$ cat src/rtl/lbus_target.sv
// ---------------------------------------------------------------------------
// lbus_target
//
// Local-bus slave. It holds the key and plaintext registers of a block-cipher
// core, launches the key schedule or an encryption, and captures the core
// result. A bus transaction has two phases: an address phase (one lbus_wrn
// strobe) followed by a data phase (lbus_wrn for a write, lbus_rdn for a
// read). Read data is registered and is valid one cycle after the address
// is captured, so it is already stable when the master pulses lbus_rdn.
//
// Ports
//   clk        in   1    rising-edge clock (bus and core)
//   reset_i    in   1    synchronous active-high reset
//   lbus_di_a  in   16   address (address phase) / write data (data phase)
//   lbus_do    out  16   registered read data
//   lbus_wrn   in   1    active-low address/write strobe
//   lbus_rdn   in   1    active-low read strobe
//   key_o      out  128  key register, word 0 = [127:112]
//   text_o     out  128  plaintext register, word 0 = [127:112]
//   start_o    out  1    one-cycle encryption launch pulse
//   keyset_o   out  1    one-cycle key-schedule launch pulse
//   done_i     in   1    one-cycle completion pulse from the core
//   result_i   in   128  core result, sampled when done_i=1
//
// Register map (word addresses)
//   0x0002          CONT  write: bit0 start, bit1 keyset, bit15 clear err
//                         read : {13'b0, err, rvalid, run}
//   0x0100-0x0107   KEY    word 0..7 (R/W, writes refused while running)
//   0x0140-0x0147   TEXT   word 0..7 (R/W, writes refused while running)
//   0x0180-0x0187   RESULT word 0..7 (RO)
//   0xFFFC          VERSION, reads 0x5A47
// ---------------------------------------------------------------------------
module lbus_target (
    input  logic         clk,
    input  logic         reset_i,
    input  logic [15:0]  lbus_di_a,
    output logic [15:0]  lbus_do,
    input  logic         lbus_wrn,
    input  logic         lbus_rdn,
    output logic [127:0] key_o,
    output logic [127:0] text_o,
    output logic         start_o,
    output logic         keyset_o,
    input  logic         done_i,
    input  logic [127:0] result_i
);

    typedef enum logic {
        ST_ADDR = 1'b0,
        ST_DATA = 1'b1
    } state_t;

    state_t         state_r;
    state_t         state_next_s;
    logic [15:0]    addr_r;
    logic [15:0]    do_r;
    logic [127:0]   key_r;
    logic [127:0]   text_r;
    logic [127:0]   result_r;
    logic           run_r;
    logic           rvalid_r;
    logic           err_r;
    logic           start_r;
    logic           keyset_r;

    logic           cap_s;
    logic           wr_s;
    logic           is_cont_s;
    logic           is_key_s;
    logic           is_text_s;
    logic           cont_ok_s;
    logic           start_go_s;
    logic           keyset_go_s;
    logic           done_ok_s;
    logic           err_set_s;
    logic           err_clr_s;
    logic [2:0]     status_s;

    // Word read mux. Word i of a 128-bit register lives at bits
    // [127-16*i -: 16]; since 7-i equals ~i for a 3-bit index, the low
    // bit position of the word is {~i, 4'b0}.
    function automatic logic [15:0] read_word(
        input logic [15:0]  a,
        input logic [127:0] key,
        input logic [127:0] text,
        input logic [127:0] result,
        input logic [2:0]   status
    );
        logic [6:0]  base;
        logic [15:0] word;
        base = {~a[2:0], 4'd0};
        if (a == 16'h0002) begin
            word = {13'd0, status};
        end else if (a[15:3] == 13'h0020) begin
            word = key[base +: 16];
        end else if (a[15:3] == 13'h0028) begin
            word = text[base +: 16];
        end else if (a[15:3] == 13'h0030) begin
            word = result[base +: 16];
        end else if (a == 16'hFFFC) begin
            word = 16'h5A47;
        end else begin
            word = 16'h0000;
        end
        return word;
    endfunction

    // Bus FSM next state: an address strobe opens the data phase, any strobe
    // in the data phase closes it, otherwise the data phase waits.
    always_comb begin
        state_next_s = state_r;
        case (state_r)
            ST_ADDR: begin
                if (!lbus_wrn) begin
                    state_next_s = ST_DATA;
                end else begin
                    state_next_s = ST_ADDR;
                end
            end
            ST_DATA: begin
                if (!lbus_wrn || !lbus_rdn) begin
                    state_next_s = ST_ADDR;
                end else begin
                    state_next_s = ST_DATA;
                end
            end
            default: state_next_s = ST_ADDR;
        endcase
    end

    // Transaction decode and control/error qualification. A CONT write that
    // coincides with done_i still sees run=1 and is therefore refused.
    always_comb begin
        cap_s       = (state_r == ST_ADDR) && !lbus_wrn;
        wr_s        = (state_r == ST_DATA) && !lbus_wrn;
        is_cont_s   = (addr_r == 16'h0002);
        is_key_s    = (addr_r[15:3] == 13'h0020);
        is_text_s   = (addr_r[15:3] == 13'h0028);
        cont_ok_s   = wr_s && is_cont_s && !run_r;
        // keyset takes priority when both launch bits are written together
        keyset_go_s = cont_ok_s && lbus_di_a[1];
        start_go_s  = cont_ok_s && lbus_di_a[0] && !lbus_di_a[1];
        done_ok_s   = done_i && run_r;
        err_clr_s   = wr_s && is_cont_s && lbus_di_a[15];
        err_set_s   = ((state_r == ST_ADDR) && !lbus_rdn)
                    || (wr_s && !lbus_rdn)
                    || (wr_s && run_r && (is_key_s || is_text_s))
                    || (wr_s && run_r && is_cont_s && !lbus_di_a[15]);
        status_s    = {err_r, rvalid_r, run_r};
    end

    // Bus FSM state, captured address and registered read data. Read data
    // is taken from the incoming address at capture so it is valid in the
    // first data-phase cycle, then tracks the latched address; it holds
    // while idle in the address phase.
    always_ff @(posedge clk) begin
        if (reset_i) begin
            state_r <= ST_ADDR;
            addr_r  <= 16'h0000;
            do_r    <= 16'h0000;
        end else begin
            state_r <= state_next_s;
            if (cap_s) begin
                addr_r <= lbus_di_a;
                do_r   <= read_word(lbus_di_a, key_r, text_r, result_r, status_s);
            end else if (state_r == ST_DATA) begin
                addr_r <= addr_r;
                do_r   <= read_word(addr_r, key_r, text_r, result_r, status_s);
            end else begin
                addr_r <= addr_r;
                do_r   <= do_r;
            end
        end
    end

    // KEY and TEXT word writes, refused while the core is running.
    always_ff @(posedge clk) begin
        if (reset_i) begin
            key_r  <= 128'd0;
            text_r <= 128'd0;
        end else if (wr_s && !run_r) begin
            if (is_key_s) begin
                key_r[{~addr_r[2:0], 4'd0} +: 16] <= lbus_di_a;
            end else if (is_text_s) begin
                text_r[{~addr_r[2:0], 4'd0} +: 16] <= lbus_di_a;
            end else begin
                key_r  <= key_r;
                text_r <= text_r;
            end
        end else begin
            key_r  <= key_r;
            text_r <= text_r;
        end
    end

    // Core control: launch pulses, run/rvalid status, result capture and the
    // sticky error flag. Launch is only possible with run=0 and sets run, so
    // two launch pulses can never be adjacent.
    always_ff @(posedge clk) begin
        if (reset_i) begin
            start_r  <= 1'b0;
            keyset_r <= 1'b0;
            run_r    <= 1'b0;
            rvalid_r <= 1'b0;
            result_r <= 128'd0;
            err_r    <= 1'b0;
        end else begin
            start_r  <= start_go_s;
            keyset_r <= keyset_go_s;
            err_r    <= (err_r && !err_clr_s) || err_set_s;
            if (done_ok_s) begin
                run_r    <= 1'b0;
                rvalid_r <= 1'b1;
                result_r <= result_i;
            end else if (start_go_s || keyset_go_s) begin
                run_r    <= 1'b1;
                rvalid_r <= 1'b0;
                result_r <= result_r;
            end else begin
                run_r    <= run_r;
                rvalid_r <= rvalid_r;
                result_r <= result_r;
            end
        end
    end

    assign lbus_do  = do_r;
    assign key_o    = key_r;
    assign text_o   = text_r;
    assign start_o  = start_r;
    assign keyset_o = keyset_r;

endmodule

$ cat config.mk
export PLATFORM = sky130hd
export DESIGN_NAME = lbus_target
export DESIGN_NICKNAME = d
export VERILOG_FILES = /design/src/rtl/lbus_target.sv
export SDC_FILE = /design/constraint.sdc
export NUM_CORES = 1
export LEC_CHECK = 0
export BUFFER_PORTS_ARGS = -buffer_cell sky130_fd_sc_hd__buf_2
export CORE_UTILIZATION = 43
export DETAILED_ROUTE_END_ITERATION = 8
export SLEW_MARGIN = 20
export SYNTH_ARGS = -nofsm -noshare
export SYNTH_HDL_FRONTEND = slang
export SYNTH_SLANG_ARGS = --single-unit
$ cat constraint.sdc
create_clock -name clk -period 3.65 [get_ports clk]
set_clock_uncertainty 0.15 [all_clocks]
set_input_delay 0.365 -clock clk [delete_from_list [all_inputs] [get_ports clk]]
set_output_delay 0.365 -clock clk [all_outputs]
set_load 0.05 [all_outputs]
==> results of run 1 <==
[final cells by class]
| class | count | area (sq um) |
|---|---|---|
| Clock buffer | 70 | 1390 |
| Timing Repair Buffer | 616 | 4030 |
| Multi-Input combinational cell | 1773 | 12200 |
| Fill cell | 4551 | 22100 |
| Clock inverter | 17 | 295 |
| Antenna cell | 1 | 2.50 |
| Sequential cell | 422 | 8460 |
| Tap cell | 664 | 831 |
| Inverter | 4 | 15.0 |
[worst max-delay path, delay by kind of cell (launching register included)]
kind                     cells  cell delay, ns
buffers and inverters        2            0.50
AND/OR/NAND/NOR              4            1.28
AO/OA/AOI/OAI                1            0.06
adder cells (fa/ha/maj)      1            0.45
flip-flops                   1            0.70
[routing by layer]
metal / vias to the layer above / track usage, %
met4: 4 / 20.9
li1: 9408 / -
met2: 1245 / 58.3
met1: 10600 / 46.6
met5: - / 0
met3: 300 / 8.18
[final timing paths]
kind,to,slack (ns)
max,key_o[119],0.42
min,key_o[75],0.03
max reg2reg,key_o[119],0.42
min reg2reg,lbus_do[12],0.31
[kinds of logic after synthesis]
logic type | synth area share (%)
buffers and inverters | 4.69
muxes | 24.7
AOI/OAI and AO/OA | 11.1
and+or+nand+nor | 20.2
adders and majority gates | 0.346
DFF | 39.0
[flip-flops by register name (all words and copies together), names as in the netlist]
signal	count
start_o	1
rvalid_r	1
result_r	128
err_r	1
text_o	128
state_r	1
key_o	128
keyset_o	1
lbus_do	16
run_r	1
addr_r	16
[power by group]
| group | total [W] | switching [W] | internal (W) | leakage, nW |
|---|---|---|---|---|
| sequential | 0.00467 | 0.0000426 | 0.00462 | 3.40 |
| clock | 0.00525 | 0.00205 | 0.00319 | 0.822 |
| combinational | 0.000883 | 0.000533 | 0.000349 | 6.45 |
| total | 0.0108 | 0.00263 | 0.00816 | 10.7 |
[placed cells by master, fill, tap and decap left out, types with 4 or more instances in the layout]
master	count
or2_2	4
clkbuf_8	8
dfxtp_1	419
mux2i_1	77
bufinv_16	8
buf_12	8
o21ai_1	8
clkinv_2	6
nor2b_1	34
dlygate4sd3_1	133
nor3_1	13
nand2b_1	27
a22oi_1	4
clkbuf_16	49
a221oi_1	7
nor2_1	437
o22ai_1	4
o21ai_0	20
buf_2	418
nand3_1	16
mux4_2	202
buf_4	54
o41ai_1	8
o31ai_1	5
nand4_1	30
clkbuf_1	13
nand2_1	431
a21oi_1	375
a31oi_1	6
ha_1	6
o211ai_1	4
[through the flow]
step | area [sq um] | worst slack, ns
final | 27300 | 0.418
after global routing | 27300 | 0.350
after CTS | 27200 | 0.484
after detailed placement | 24200 | 0.516
after global placement | 24200 | 0.458
after floorplan | 21700 | 0.375
[repair_timing]
action | CTS | global route
setup endpoints to repair | 0 | 0
hold buffers | 133 | 0
endpoints found under the hold margin | 134 | 0
==> reports/qor.yml, run 1 <==
clock_network:
  clock_path_buffers: 3
  cts.repair.resized: 0
  clock-root-buffer: "clkbuf_16"
  clock_sinks: 422
  path_clk_slew_ns: 0.06
  cts_made_buffers: 48
  cts_tree: "yes"
  clock_latency_ns: 0.61
  cts_setup_buffers: 0
  htreeDepth: 2
job:
  cap_viol_max_count: 0
grt:
  grt_max_degree: 237
  grt_usage_pct: 36.9
  grt_overflow: 0
  antenna_found_initial: 2
  grt_pass1_wl_um: 137000
  grt_pass1_vias: 20400
routing:
  wl_met1_um: 36300
  routed_wl_um: 95300
  wl_met2_um: 44100
  postRouteAntennaNets: 0
  highest_layer: "met5"
  avgViaCountPerCell: 6.05
  routedWlPerCell_um: 26.7
  drc: 0
  dr_total_vias: 21600
  dr_wl_met3_um: 9010
  drtIter0Drc: 2498
  firstDrtPassIters: 6
floorplan:
  dieArea_sq_um: 51300
  initial_utilization_pct: 43.9
  io_pins: 423
  coreArea_sq_um: 49400
  chipHeight_um: 227
  placementRows: 81
  die_w_um: 227
worst_setup_path:
  criticalPathCategory: "reg -> reg"
  cp_common_cell: "nor2_1"
  critPathRequiredTime_ns: 4.02
  r2r_cells: 8
  path_cells: "inv_1 > ha_1 > nor4_2 > buf_4 > nand2_1 > nor2_1 > a21oi_1 > nor2_1"
  worst_path_largest_cell_delay_ns: 0.95
  cp-end-kind: "register"
  worstPathMaxFanout: 34
  start_kind: "register"
  critical_path_arrival_ns: 3.60
  slowest_stage: "nor4_2"
  startpoint: "addr_r[1]"
  worstReg2RegStart: "addr_r[1]"
hold_path:
  hold_start: "lbus_di_a[11]"
  whs_path_depth: 3
  hold_path.class: "in -> reg"
final_layout:
  postLayoutCoreUtil_pct: 55.2
  layoutNonFillerInstCount: 3567
  drive_above_1_share_pct: 27.1
  final_nets: 3020
  syn_to_final_growth_pct: 25.7
synthesis:
  syn_area_sq_um: 21700
  synth_top_area_share_pct: 39.0
  yosysMostFrequentCell: "nor2_1"
  async_flop_share_pct: 0
  synth_edf_count: 0
  synth_ff_type: "dfxtp_1"
  synth_common_cells: "nor2_1, nand2_1, dfxtp_1, a21oi_1, mux4_2"
  syn_area_per_cell_sq_um: 8.97
  ys_ff_latch: 422
  synth_top_area_cell: "dfxtp_1"
  yosysWarningCount: 0
  syn_inst: 2418
  synth_area_leaders: "dfxtp_1, mux4_2, a21oi_1"
  yosysSeqAreaShare_pct: 39.0
  yosysUniqueCellTypes: 61
  syn_nets: 2573
timing:
  fmax_mhz: 309
  rsz0062_at_grt: "no"
  slew_viol_final: 0
  finalCritPeriodShare_pct: 88.5
  hold_violations: 0
  tightestPinTransition_ns: 1.38
  tns_ns: 0
  hold_slack_ns: 0.0329
  fin_crit_ns: 3.23
  slew_headroom_pct: 8.12
  setup_violations: 0
place:
  io_buffers: 422
  place_inst: 3346
  gp_congestion: 0.961
  dp_hpwl_um: 67600
power_and_ir_drop:
  leakage_nw: 10.7
  power.density_nw_per_um2: 396
  totalPowerFinal_w: 0.0108
  ir_worst_vdd_mv: 0.329
outcome:
  status: "complete, no violations"
No activity file was read; power rests on OpenSTA's default activity.
==> run 2, diff against run 1 <==
==> constraint.sdc (replaced) <==
create_clock -name clk -period 3.65 [get_ports clk]
set_clock_uncertainty 0.15 [all_clocks]
set_input_delay 0.5475 -clock clk [delete_from_list [all_inputs] [get_ports clk]]
set_output_delay 0.5475 -clock clk [all_outputs]
set_load 0.05 [all_outputs]
==> run 2 against run 1 <==
First-iteration DRC count is 5.4% lower. Maximum frequency increased by 11%. Cell area is 4.7% lower. Sequential power about the same. Clock power about the same. Critical path depth down 1. Sequential cell count unchanged. Critical endpoint is now text_o[75].
==> reports/qor.yml, run 2 (same netlist as run 1, synthesis figures left out) <==
timing:
  fin_crit_ns: 2.91  # -0.320 ns
  slew_headroom_pct: 28.1  # +20 points
  tightestPinTransition_ns: 1.08  # -0.300 ns
  fmax_mhz: 343  # +11%
  tns_ns: 0  # unchanged
  rsz0062_at_grt: "no"
  finalCritPeriodShare_pct: 79.8  # -8.8 points
  setup_violations: 0  # unchanged
  hold_violations: 0  # unchanged
  slew_viol_final: 0  # unchanged
routing:
  dr_total_vias: 20800  # -3.8%
  avgViaCountPerCell: 6.04  # -0.19%
  routedWlPerCell_um: 26.5  # -0.62%
  drtIter0Drc: 2364  # -5.4%
  drc: 0  # unchanged
  routed_wl_um: 91200  # -4.2%
  postRouteAntennaNets: 0  # unchanged
  firstDrtPassIters: 6  # unchanged
grt:
  grt_util_met1_pct: 45.8  # -0.76 points
  grt_overflow: 0  # unchanged
  global_route.usage.met3_pct: 7.50  # -0.67 points
  grt_max_degree: 127  # -46%
  met2_usage_pct: 56.6  # -1.8 points
  grt_pass1_vias: 19900  # -2.6%
  grt_usage_pct: 35.4  # -1.5 points
  busiest_layer: "met2"
  grt_pass1_wl_um: 132000  # -3.7%
  antenna_found_initial: 0  # -2
final_layout:
  layout_common_cells: "nor2_1, nand2_1, dfxtp_1"
  final_area_sq_um: 26000  # -4.7%
  syn_to_final_growth_pct: 19.7
  drive_above_1_share_pct: 28.7  # +1.6 points
  final_common_cell: "nor2_1"
  final_nets: 2888  # -4.4%
worst_setup_path:
  worstPathMaxFanout: 89  # +160%
  cp-end-kind: "register"
  start_kind: "register"
  criticalPathCategory: "reg -> reg"
  critPathRequiredTime_ns: 4.02  # about the same
  critical_path_arrival_ns: 3.28  # -0.32 ns
power_and_ir_drop:
  leakage_nw: 10.2  # -4.9%
  ir_worst_vdd_mv: 0.341  # +3.8%
  totalPowerFinal_w: 0.0107  # -1.0%
  power.density_nw_per_um2: 411  # +3.9%
floorplan:
  placementRows: 81  # unchanged
  io_pins: 423  # unchanged
  coreArea_sq_um: 49400  # unchanged
  chipHeight_um: 227  # unchanged
  dieArea_sq_um: 51300  # unchanged
  die_w_um: 227  # unchanged
  initial_utilization_pct: 43.9  # unchanged
job:
  cap_viol_max_count: 0  # unchanged
clock_network:
  clock_sinks: 422  # unchanged
  cts.repair.resized: 0  # unchanged
  clock-root-buffer: "clkbuf_16"
  clock_latency_ns: 0.62  # about the same
  cts_tree: "yes"
  ctsHoldBuffers: 0  # -100%
  cts_setup_buffers: 0  # unchanged
  htreeDepth: 2  # unchanged
  clock_path_buffers: 3  # unchanged
  cts_made_buffers: 50  # +4.2%
  path_clk_slew_ns: 0.06  # about the same
place:
  gp_congestion: 0.955  # -0.60%
  dpl_cell_area_sq_um: 24200  # about the same
  dp_hpwl_um: 66300  # -1.8%
  io_buffers: 422  # unchanged
hold_path:
  hold_path.class: "in -> reg"
outcome:
  status: "complete, no violations"
## run 2: cell types whose count changed in the layout (fill, tap and decap cells not counted), sizes merged
cell / change
dlygate4sd3: -133
clkinv: +5
bufinv: -4
clkbuf: +3
buf: -1
## run 2: critical path, stage by stage (launching register included)
cell and delay, ns:
dfxtp_4 0.37, buf_12 0.58, nand3_1 0.21, nor2b_4 0.24, nand4_4 0.13, or2_1 0.82, nand2_1 0.13, a21oi_1 0.16
## run 2: layer usage
metal	up-vias	wire (um)	share of wire [%]
met5	-	0	0
met4	0	4600	5.0
met3	189	8310	9.1
met2	1060	42600	47
met1	10400	35700	39
li1	9130	-	-
## run 2: final timing paths
path                 from           end  slack [ns]  cells after the start
max             addr_r[0]    text_o[75]        0.74                      7
min          result_i[41]  result_r[41]        0.04                      3
max reg2reg     addr_r[0]    text_o[75]        0.74                      7
min reg2reg  result_r[26]  result_r[26]        0.32                      2
## run 2: layout make-up
| class | instances | area [sq um] |
|---|---|---|
| Fill cell | 4646 | 23400 |
| Multi-Input combinational cell | 1773 | 12200 |
| Sequential cell | 422 | 8460 |
| Timing Repair Buffer | 482 | 2700 |
| Clock buffer | 73 | 1510 |
| Tap cell | 664 | 831 |
| Clock inverter | 18 | 215 |
| Inverter | 4 | 15.0 |
| Antenna cell | 1 | 2.50 |
## run 2: where the power goes
part / switching (W) / internal (W)
combinational: 0.000526 / 0.000258
clock: 0.00211 / 0.00314
sequential: 0.0000211 / 0.00462
total: 0.00265 / 0.00803
## run 2: metrics by stage
step	hold WS [ns]	util, %	setup slack (ns)	cells
2_1_floorplan	0.293	-	0.375	2418
3_3_place_gp	0.288	49.1	0.686	3345
3_5_place_dp	0.303	49.1	0.682	3345
4_1_cts	0.0134	52.6	0.773	3436
5_1_grt	0.0273	52.6	0.551	3436
6_report	0.0354	52.6	0.738	3437
